File: config.mk
export PLATFORM = sky130hd
export DESIGN_NAME = walk_register_flat
export DESIGN_NICKNAME = d
export VERILOG_FILES = /design/src/rtl/walk_register_if.sv /design/src/rtl/walk_register.sv /design/src/flat_wrapper.sv
export SDC_FILE = /design/constraint.sdc
export NUM_CORES = 1
export LEC_CHECK = 0
export CAP_MARGIN = 20
export CELL_PAD_IN_SITES_DETAIL_PLACEMENT = 1
export CELL_PAD_IN_SITES_GLOBAL_PLACEMENT = 2
export CORE_AREA = 5 5 42 44
export CTS_CLUSTER_SIZE = 25
export DETAILED_ROUTE_END_ITERATION = 6
export DIE_AREA = 0 0 47 49
export PLACE_DENSITY = 0.71
export SYNTH_ARGS = -nofsm -noshare
export SYNTH_HDL_FRONTEND = slang
export SYNTH_SLANG_ARGS = --single-unit
File: constraint.sdc
create_clock -name clk -period 1.5 [get_ports clk]
set_input_delay 0.3 -clock clk [delete_from_list [all_inputs] [get_ports clk]]
set_output_delay 0.3 -clock clk [all_outputs]
set_load 0.005 [all_outputs]
File: src/rtl/walk_register_if.sv
// Bundle between the walk-button path, the walk request latch and the traffic-light controller.
interface walk_register_if #(
    parameter int COUNT_W = 4
);
    logic               WR_Sync;
    logic               WR_Reset;
    logic               WR;
    logic               WR_Set;
    logic [COUNT_W-1:0] WR_Count;

    modport master (
        output WR_Sync,
        output WR_Reset,
        input  WR,
        input  WR_Set,
        input  WR_Count
    );

    modport slave (
        input  WR_Sync,
        input  WR_Reset,
        output WR,
        output WR_Set,
        output WR_Count
    );
endinterface

File: src/rtl/walk_register.sv
// Pedestrian walk-request latch: edge-detects the synchronised button, holds the request
// until the controller clears it, and counts accepted presses with saturation.
module walk_register #(
    parameter int COUNT_W = 4
) (
    input  logic           clk,
    input  logic           rst_n,
    walk_register_if.slave wr_if
);
    localparam logic [COUNT_W-1:0] COUNT_MAX = {COUNT_W{1'b1}};

    logic               sync_q;
    logic               sync_d;
    logic               wr_q;
    logic               wr_d;
    logic               wr_set_q;
    logic               wr_set_d;
    logic [COUNT_W-1:0] count_q;
    logic [COUNT_W-1:0] count_d;
    logic               press_s;

    // Next-state: clear beats press; a press during clear is dropped but sync still tracks.
    always_comb begin
        sync_d   = wr_if.WR_Sync;
        wr_d     = wr_q;
        wr_set_d = 1'b0;
        count_d  = count_q;
        press_s  = wr_if.WR_Sync & ~sync_q;
        if (wr_if.WR_Reset) begin
            wr_d     = 1'b0;
            wr_set_d = 1'b0;
            count_d  = {COUNT_W{1'b0}};
        end else if (press_s) begin
            wr_d     = 1'b1;
            wr_set_d = 1'b1;
            if (count_q != COUNT_MAX) begin
                count_d = count_q + {{(COUNT_W-1){1'b0}}, 1'b1};
            end else begin
                count_d = count_q;
            end
        end else begin
            wr_d     = wr_q;
            wr_set_d = 1'b0;
            count_d  = count_q;
        end
    end

    // State registers; sync_q resets high so a button held through reset is not a press.
    always_ff @(posedge clk or negedge rst_n) begin
        if (!rst_n) begin
            sync_q   <= 1'b1;
            wr_q     <= 1'b0;
            wr_set_q <= 1'b0;
            count_q  <= {COUNT_W{1'b0}};
        end else begin
            sync_q   <= sync_d;
            wr_q     <= wr_d;
            wr_set_q <= wr_set_d;
            count_q  <= count_d;
        end
    end

    assign wr_if.WR       = wr_q;
    assign wr_if.WR_Set   = wr_set_q;
    assign wr_if.WR_Count = count_q;
endmodule

File: src/flat_wrapper.sv
// flat-port wrapper written by rule: the top's interface ports become plain ports
module walk_register_flat 
#(
    parameter int COUNT_W = 4
)
  (clk, rst_n, wr_if_WR_Sync, wr_if_WR_Reset, wr_if_WR, wr_if_WR_Set, wr_if_WR_Count);
  walk_register_if #(.COUNT_W(COUNT_W)) wr_if_i ();
  input  logic clk;
  input  logic rst_n;
  input wire logic [$bits(wr_if_i.WR_Sync)-1:0] wr_if_WR_Sync;
  input wire logic [$bits(wr_if_i.WR_Reset)-1:0] wr_if_WR_Reset;
  output wire logic [$bits(wr_if_i.WR)-1:0] wr_if_WR;
  output wire logic [$bits(wr_if_i.WR_Set)-1:0] wr_if_WR_Set;
  output wire logic [$bits(wr_if_i.WR_Count)-1:0] wr_if_WR_Count;
  assign wr_if_i.WR_Sync = wr_if_WR_Sync;
  assign wr_if_i.WR_Reset = wr_if_WR_Reset;
  assign wr_if_WR = wr_if_i.WR;
  assign wr_if_WR_Set = wr_if_i.WR_Set;
  assign wr_if_WR_Count = wr_if_i.WR_Count;
  walk_register #(.COUNT_W(COUNT_W)) u_core (.clk(clk), .rst_n(rst_n), .wr_if(wr_if_i));
endmodule
Word level (Yosys, flattened, before mapping). Index checks and enable logic that the tools add are counted.

Add/subtract/negate cells: 1. Equality and inequality tests: 1. Mux-type cells: 7. Bitwise gates (word level): 2. Reduce and logical (&&, ||, !) cells: 3.

Operators with widths (number): $mux 4 (3); $add 4x1->4 const B (1); $mux 1 (4); $ne 4x4->1 const B (1); $reduce_bool 2->1 (2); $reduce_and 2->1 (1); $and 1x1->1 (1); $not 1->1 (1).

Bits in registers: 7. Input port bits: 4. Output and inout bits: 6. Logic and storage cells: 18.

Longest topological paths before layout.
Word-level depth: 4. Depth in mapped cells: 3. Gate-level depth less buffers: 3.

Worst setup path before layout. OpenSTA, ideal clock, no wires.

Path type: register -> register. From: reg u_core.count_q[0], in the netlist u_core.wr_if.WR_Count[0]. To: reg u_core.count_q[0], in the netlist u_core.wr_if.WR_Count[0]. Library setup time: 125 ps. Arrival: 1203 ps. Required time: 1375 ps. Path slack: 172 ps. Cell stages (with the launch flop): 4. Path buffers: 0. Clock period less this slack: 1328 ps. Cells stage by stage: dfrtp_1 -> ha_1 -> a31oi_2 -> mux2_2.

Longest elaborated chain between the ends: 4. Elaborated cells between the ends (all ways): 7. Classes of those cells: 1 x add/sub; 1 x eq/ne; 3 x mux; 2 x reduce/logical.

Ends and longest elaborated chain: start: declaration (line walk_register.sv:18) `logic [COUNT_W-1:0] count_q;`; start signal: assignment (line walk_register.sv:54) `count_q <= {COUNT_W{1'b0}};`; start signal: assignment (line walk_register.sv:59) `count_q <= count_d;`; $add 4x1->4 (line walk_register.sv:37) `count_d = count_q + {{(COUNT_W-1){1'b0}}, 1'b1};`; $mux 4 (line walk_register.sv:36) `if (count_q != COUNT_MAX) begin`; $mux 4 (line walk_register.sv:33) `end else if (press_s) begin`; $mux 4 (line walk_register.sv:29) `if (wr_if.WR_Reset) begin`.

Parallel ways exist; a longest one is shown, timed or not. The select of a mux whose other input is x is not followed. A chain may end at the register's enable or synchronous reset.

Worst setup path in the final report.
From: reg u_core.count_q[1], in the netlist u_core.wr_if.WR_Count[1]. To: out wr_if_WR_Count[1].

RTL lines: end: declaration (line flat_wrapper.sv:14) `output wire logic [$bits(wr_if_i.WR_Count)-1:0] wr_if_WR_Count;`.

No word-level cell between the ends.

==> results.md <==
- Final setup margin: 0.0372 ns
- Worst Tran Pin Value: 0.342 ns
- Required @ worst endpoint: 1.20 ns
- Worst-path fanout max: 4
- Synth cell types: 14
- Worst Setup Path Type: flop to primary output
- GR Overflow Total: 0
- First-pass GRT wire length: 1420 µm
- Initial DRC Count: 0
- Synth Instances: 27
- HP Class: primary input to async pin
- Run status: complete, no violations
- Synthesis-stage register bit count: 7
- Routed WL: 772 µm
- Num CTS Buffers: 3
- Share of post-route cells with drive strength above 1: 0.292
- Die Y: 49 µm
- Synth Cell Area: 320 µm²
- Max Cap Violations: 0
- Clock-pin transition on the worst setup and hold timing paths: 0.05 ns
- Starting density of the core: 0.229
- CP Capture Type: primary output
- Layout Cell Area excl Fill: 519 µm²
- CP cell instances: clkdlybuf4s50_1
- Post-synthesis net count: 32
- Row cnt: 14
- WP data arrival: 1.16 ns
- Fin cells: 64
- Deepest clock path buffer count: 2
- Cell count after placement: 56
- Cell Area, Placed: 460 µm²
- Slowest cell delay on critical path: 0.53 ns
- Hold Fails Final Rpt: 0
- Boundary Pins: 10
- Clock Skew: 0.00221 ns
- Clk_lat worst skew: 0.25 ns
- Setup TNS: 0 ns
- Synth Warn #: 0
- Floorplan core area: 1400 µm²
- Cell Pwr Density: 827 nW/µm²
- Post-DP HPWL: 602 µm
- Post-place setup slack: -0.0634 ns
- Synth top area share: 0.469
- Wire per inst: 12.1 µm
- RSZ-0062 raised after global routing: no
- Total die area: 2300 µm²
- Final setup fails: 0
- Post-synth EDFFs: 0
- Maximum vdd drop: 0.384 mV
- Worst path top cell family by delay: buffers and inverters
- Vias: 289
- CTS tree: done
- CP bufs+invs: 1
- Htree depth: 1
- Top cells by area, synth: dfrtp_1, dfstp_2, and4b_1
- Final core occ: 0.371
- Vias in the first global route: 340
- DR pass1 iterations: 1
- Register area share after synthesis: 0.551
- GRT Overall Usage: 0.0871
- Area grow syn2layout: 62.1%
- CTS Root Buffer Type: clkbuf_4
- Area occupied by multi-input gates: 144 µm²
- Top-count cell post-synth: dfrtp_1
- Lkg Pwr: 0.256 nW
- Via-to-Cell Ratio: 4.52
- Critical path's slowest cell: clkdlybuf4s50_1
- Top post-synthesis cells by count: dfrtp_1, nor2_1, nand2b_1
- Final net count: 54
- GP Congestion: 0.736
- Port bufs: 9
- Die X: 47 µm
- Fmax: 684 MHz
- Max-slew headroom: 0.771
- DRC viols: 0
- Area leader, netlist: dfrtp_1
- Diode count: 0
- Antenna Violating Nets Remaining: 0
- Final Max Slew Viols: 0
- Fin crit period: 1.46 ns
- Synthesized area per cell: 11.9 µm²
- Sink Count: 7
- Ys flop type: dfrtp_1
- Largest net degree at the start of global routing: 8
- FFs w/ async S/R, synth: 1.00
- FILL cells: 172
- Number of antenna violations at the first check in global routing: 0
- Period Utilization, post-route: 0.975
- Setup crit start kind: flop
- FF/Latch Area: 176 µm²
worst paths after layout:
| check | depth (start not counted) | end | from | slack (ns) |
|---|---|---|---|---|
| setup / recovery | 1 | wr_if_WR_Count[1] | u_core.wr_if.WR_Count[1]$_DFFE_PN0P_ | 0.04 |
| setup reg to reg | 3 | u_core.wr_if.WR_Count[0]$_DFFE_PN0P_ | u_core.wr_if.WR_Count[0]$_DFFE_PN0P_ | 0.10 |
| min in group clk | 2 | u_core.wr_if.WR$_DFFE_PN0P_ | u_core.wr_if.WR$_DFFE_PN0P_ | 0.49 |
| hold reg to reg | 2 | u_core.wr_if.WR$_DFFE_PN0P_ | u_core.wr_if.WR$_DFFE_PN0P_ | 0.49 |
| max in group asynchronous | 1 | u_core.sync_q$_DFF_PN1_ | rst_n | 0.89 |
| hold / removal | 1 | u_core.wr_if.WR$_DFFE_PN0P_ | rst_n | 0.32 |
timing repair:
action | 4_1_cts | 5_1_grt
buffers inserted | 4 | 0
setup endpoints to repair | 3 | 1
hold buffers | 0 | 0
gates resized for setup | 0 | 1
area by class of cell:
cell class              instances  share of cell area
well taps                      16              0.0386
flip-flops and latches          7               0.340
multi-input cells              20               0.277
clock buffers                   4              0.0506
repair buffers                 17               0.294
stage by stage:
step           power (mW)  hold slack, ns
2_1_floorplan       0.222         0.00441
4_1_cts             0.441           0.318
5_1_grt             0.455           0.332
6_report            0.429           0.318
3_3_place_gp        0.258           0.477
3_5_place_dp        0.261           0.494
where the power goes:
part	internal (mW)	switching (mW)	total (mW)
Clock	0.101	0.0690	0.170
Sequential	0.198	0.00577	0.203
Combinational	0.0348	0.0206	0.0554
Total	0.334	0.0953	0.429
cell usage in the layout (no fill, tap or decap), drive strengths merged:
cell type / n
nor2: 4
a311oi: 1
a31oi: 1
nor3: 1
a21oi: 2
and4b: 2
dfstp: 1
mux2: 1
and2b: 1
clkdlybuf4s50: 8
ha: 1
mux2i: 1
nor2b: 2
buf: 8
clkbuf: 4
dlymetal6s2s: 1
nand2b: 3
dfrtp: 6
registers in the layout, summed over array words and instances (netlist names):
register	count
u_core.sync_q	1
u_core.wr_if.WR	1
u_core.wr_if.WR_Count	4
u_core.wr_if.WR_Set	1
layer usage:
metal  up-vias  wire length, µm  track usage  share of wire
met5         -                0            0              0
met4         0               12       0.0553          0.016
met3         2               60       0.0369          0.078
met2        10              377        0.127           0.49
met1       138              322        0.101           0.42
li1        139                -            -              -
cell families after synthesis:
logic type / Yosys count / share of synthesized area
adders and majority gates: 1 / 0.0391
AOI/OAI and AO/OA: 4 / 0.0977
and+or+nand+nor: 13 / 0.246
DFF: 7 / 0.551
muxes: 2 / 0.0664
Note: power is estimated with default switching activity, not from simulation.
==> RTL edit: new RTL, same settings <==
`COUNT_W` is set to 4 in 3 places; all go to 6.
--- a/src/rtl/walk_register_if.sv
+++ b/src/rtl/walk_register_if.sv
@@ -1,5 +1,5 @@
 // Bundle between the walk-button path, the walk request latch and the traffic-light controller.
 interface walk_register_if #(
-    parameter int COUNT_W = 4
+    parameter int COUNT_W = 6
 );
     logic               WR_Sync;
--- a/src/rtl/walk_register.sv
+++ b/src/rtl/walk_register.sv
@@ -2,5 +2,5 @@
 // until the controller clears it, and counts accepted presses with saturation.
 module walk_register #(
-    parameter int COUNT_W = 4
+    parameter int COUNT_W = 6
 ) (
     input  logic           clk,
--- a/src/flat_wrapper.sv
+++ b/src/flat_wrapper.sv
@@ -2,5 +2,5 @@
 module walk_register_flat 
 #(
-    parameter int COUNT_W = 4
+    parameter int COUNT_W = 6
 )
   (clk, rst_n, wr_if_WR_Sync, wr_if_WR_Reset, wr_if_WR, wr_if_WR_Set, wr_if_WR_Count);
Ports: changed (resized wr_if_WR_Count); port bits go from 10 to 12. The function was not compared with the original's and may differ.
==> RTL edit against the unedited design <==
  * Fmax rose by 0.32%
  * Sequential cell count rose by 2
  * Design area rose by 55%
  * Count of clock-buffer cells in the layout did not move
  * Critical path depth rose by 2
  * Setup slack improved by 0.0047 ns
  * Power rose by 35%
  * Global-route usage rose by 9.2 points
  * Wire length rose by 130%
  * Largest cell class is now multi-input gates
  * Combinational power rose by 100%
  * Clock skew rose by 0.0039 ns
  * Area after synthesis rose by 50%
==> RTL edit: results (changes against the unedited design) <==
Outcome
  • Outcome: finished, final reports clean

Clock tree
  • Cells resized by post-CTS repair: 9 (+9)
  • Setup Fix Bufs, Post-CTS: 6 (+2)

Placement
  • Post-place setup slack: -0.250 ns (-0.187 ns)
  • Gpl congestion: 0.918 (+25%)
  • PortBufs: 11 (+2)

Global route
  • First-pass GRT wire length: 2880 um (+100%)
  • Largest net degree at the start of global routing: 10 (+2)
  • Via count of the first global-routing pass: 603 (+77%)

Cells and area
  • Post-layout util: 57.3% (+20 points)
  • Fraction of layout cells with a size suffix above 1: 43.0% (+14 points)
  • Fill cells: 161 (-6.4%)
  • Largest register FFs: 6 (+2)

Routing
  • Detailed Route WL: 1740 um (+130%)
  • Via-to-Cell Ratio: 5.66 (+25%)

STA
  • Skew final: 0.00615 ns (+0.00393 ns)
  • Slew headroom: 72.6% (-4.5 points)
  • Part of the cycle the worst path needs: 97.2% (-0.31 points)

Pwr
  • Internal power: 421 uW (+26%)
  • Comb pwr share: 19.2% (+6.3 points)

Synthesis
  • Yosys cell types: 29 (+15)
  • Syn_area_per_cell: 10.7 um2 (-9.8%)
  • Post-synth top cells: dfrtp_1 (8), nor2_1 (4)
  • Mux contribution to synthesized area: 2.08% (-4.6 points)
  • Compound-gate portion of the synthesized area: 14.8% (+5.0 points)

Setup path
  • R2R Setup Slk: 0.04 ns (-0.06 ns)
  • Setup crit end kind: flop
  • Worst-path fanout max: 5 (+1)
[RTL edit: cell families (layout without fill, tap and decap cells)]
| group | Yosys count | count (layout) |
|---|---|---|
| AO/OA/AOI/OAI | 9 | 9 |
| buffers and inverters | 3 | 37 |
| flip-flops | 9 | 9 |
| adder cells (fa/ha/maj) | 1 | 1 |
| AND/OR/NAND/NOR | 22 | 22 |
| multiplexers | 1 | 1 |
[RTL edit: worst min-delay path by stage]
stage / end / slack, ns / depth (start not counted) / from
global placement: u_core.wr_if.WR$_DFFE_PN0P_ / 0.48 / 2 / u_core.wr_if.WR$_DFFE_PN0P_
detailed placement: u_core.wr_if.WR$_DFFE_PN0P_ / 0.52 / 2 / u_core.wr_if.WR$_DFFE_PN0P_
floorplan: u_core.wr_if.WR$_DFFE_PN0P_ / 0.004 / 0 / rst_n
finish: u_core.wr_if.WR_Set$_DFF_PN0_ / 0.33 / 1 / rst_n
global route: u_core.wr_if.WR_Set$_DFF_PN0_ / 0.35 / 1 / rst_n
CTS: u_core.wr_if.WR$_DFFE_PN0P_ / 0.33 / 1 / rst_n
[RTL edit: final cells by class]
| type | count | area share, % |
|---|---|---|
| flip-flops and latches | 9 | 28.7 |
| multi-input cells | 33 | 32.7 |
| repair buffers | 31 | 31.9 |
| well taps | 16 | 2.49 |
| inverters | 2 | 0.935 |
| clock buffers | 4 | 3.27 |
[RTL edit: layer usage]
| metal | global-route usage, % | vias to the layer above | routed length, um |
|---|---|---|---|
| li1 | - | 243 | - |
| met1 | 21.3 | 276 | 703 |
| met2 | 28.7 | 17 | 926 |
| met3 | 4.06 | 2 | 95 |
| met4 | 8.76 | 0 | 12 |
| met5 | 0 | - | 0 |
[RTL edit: worst max-delay path: stages, from the launching register on]
cell      delay [ns]
dfstp_2         0.56
nand2b_2        0.18
nor4_1          0.07
or4_1           0.52
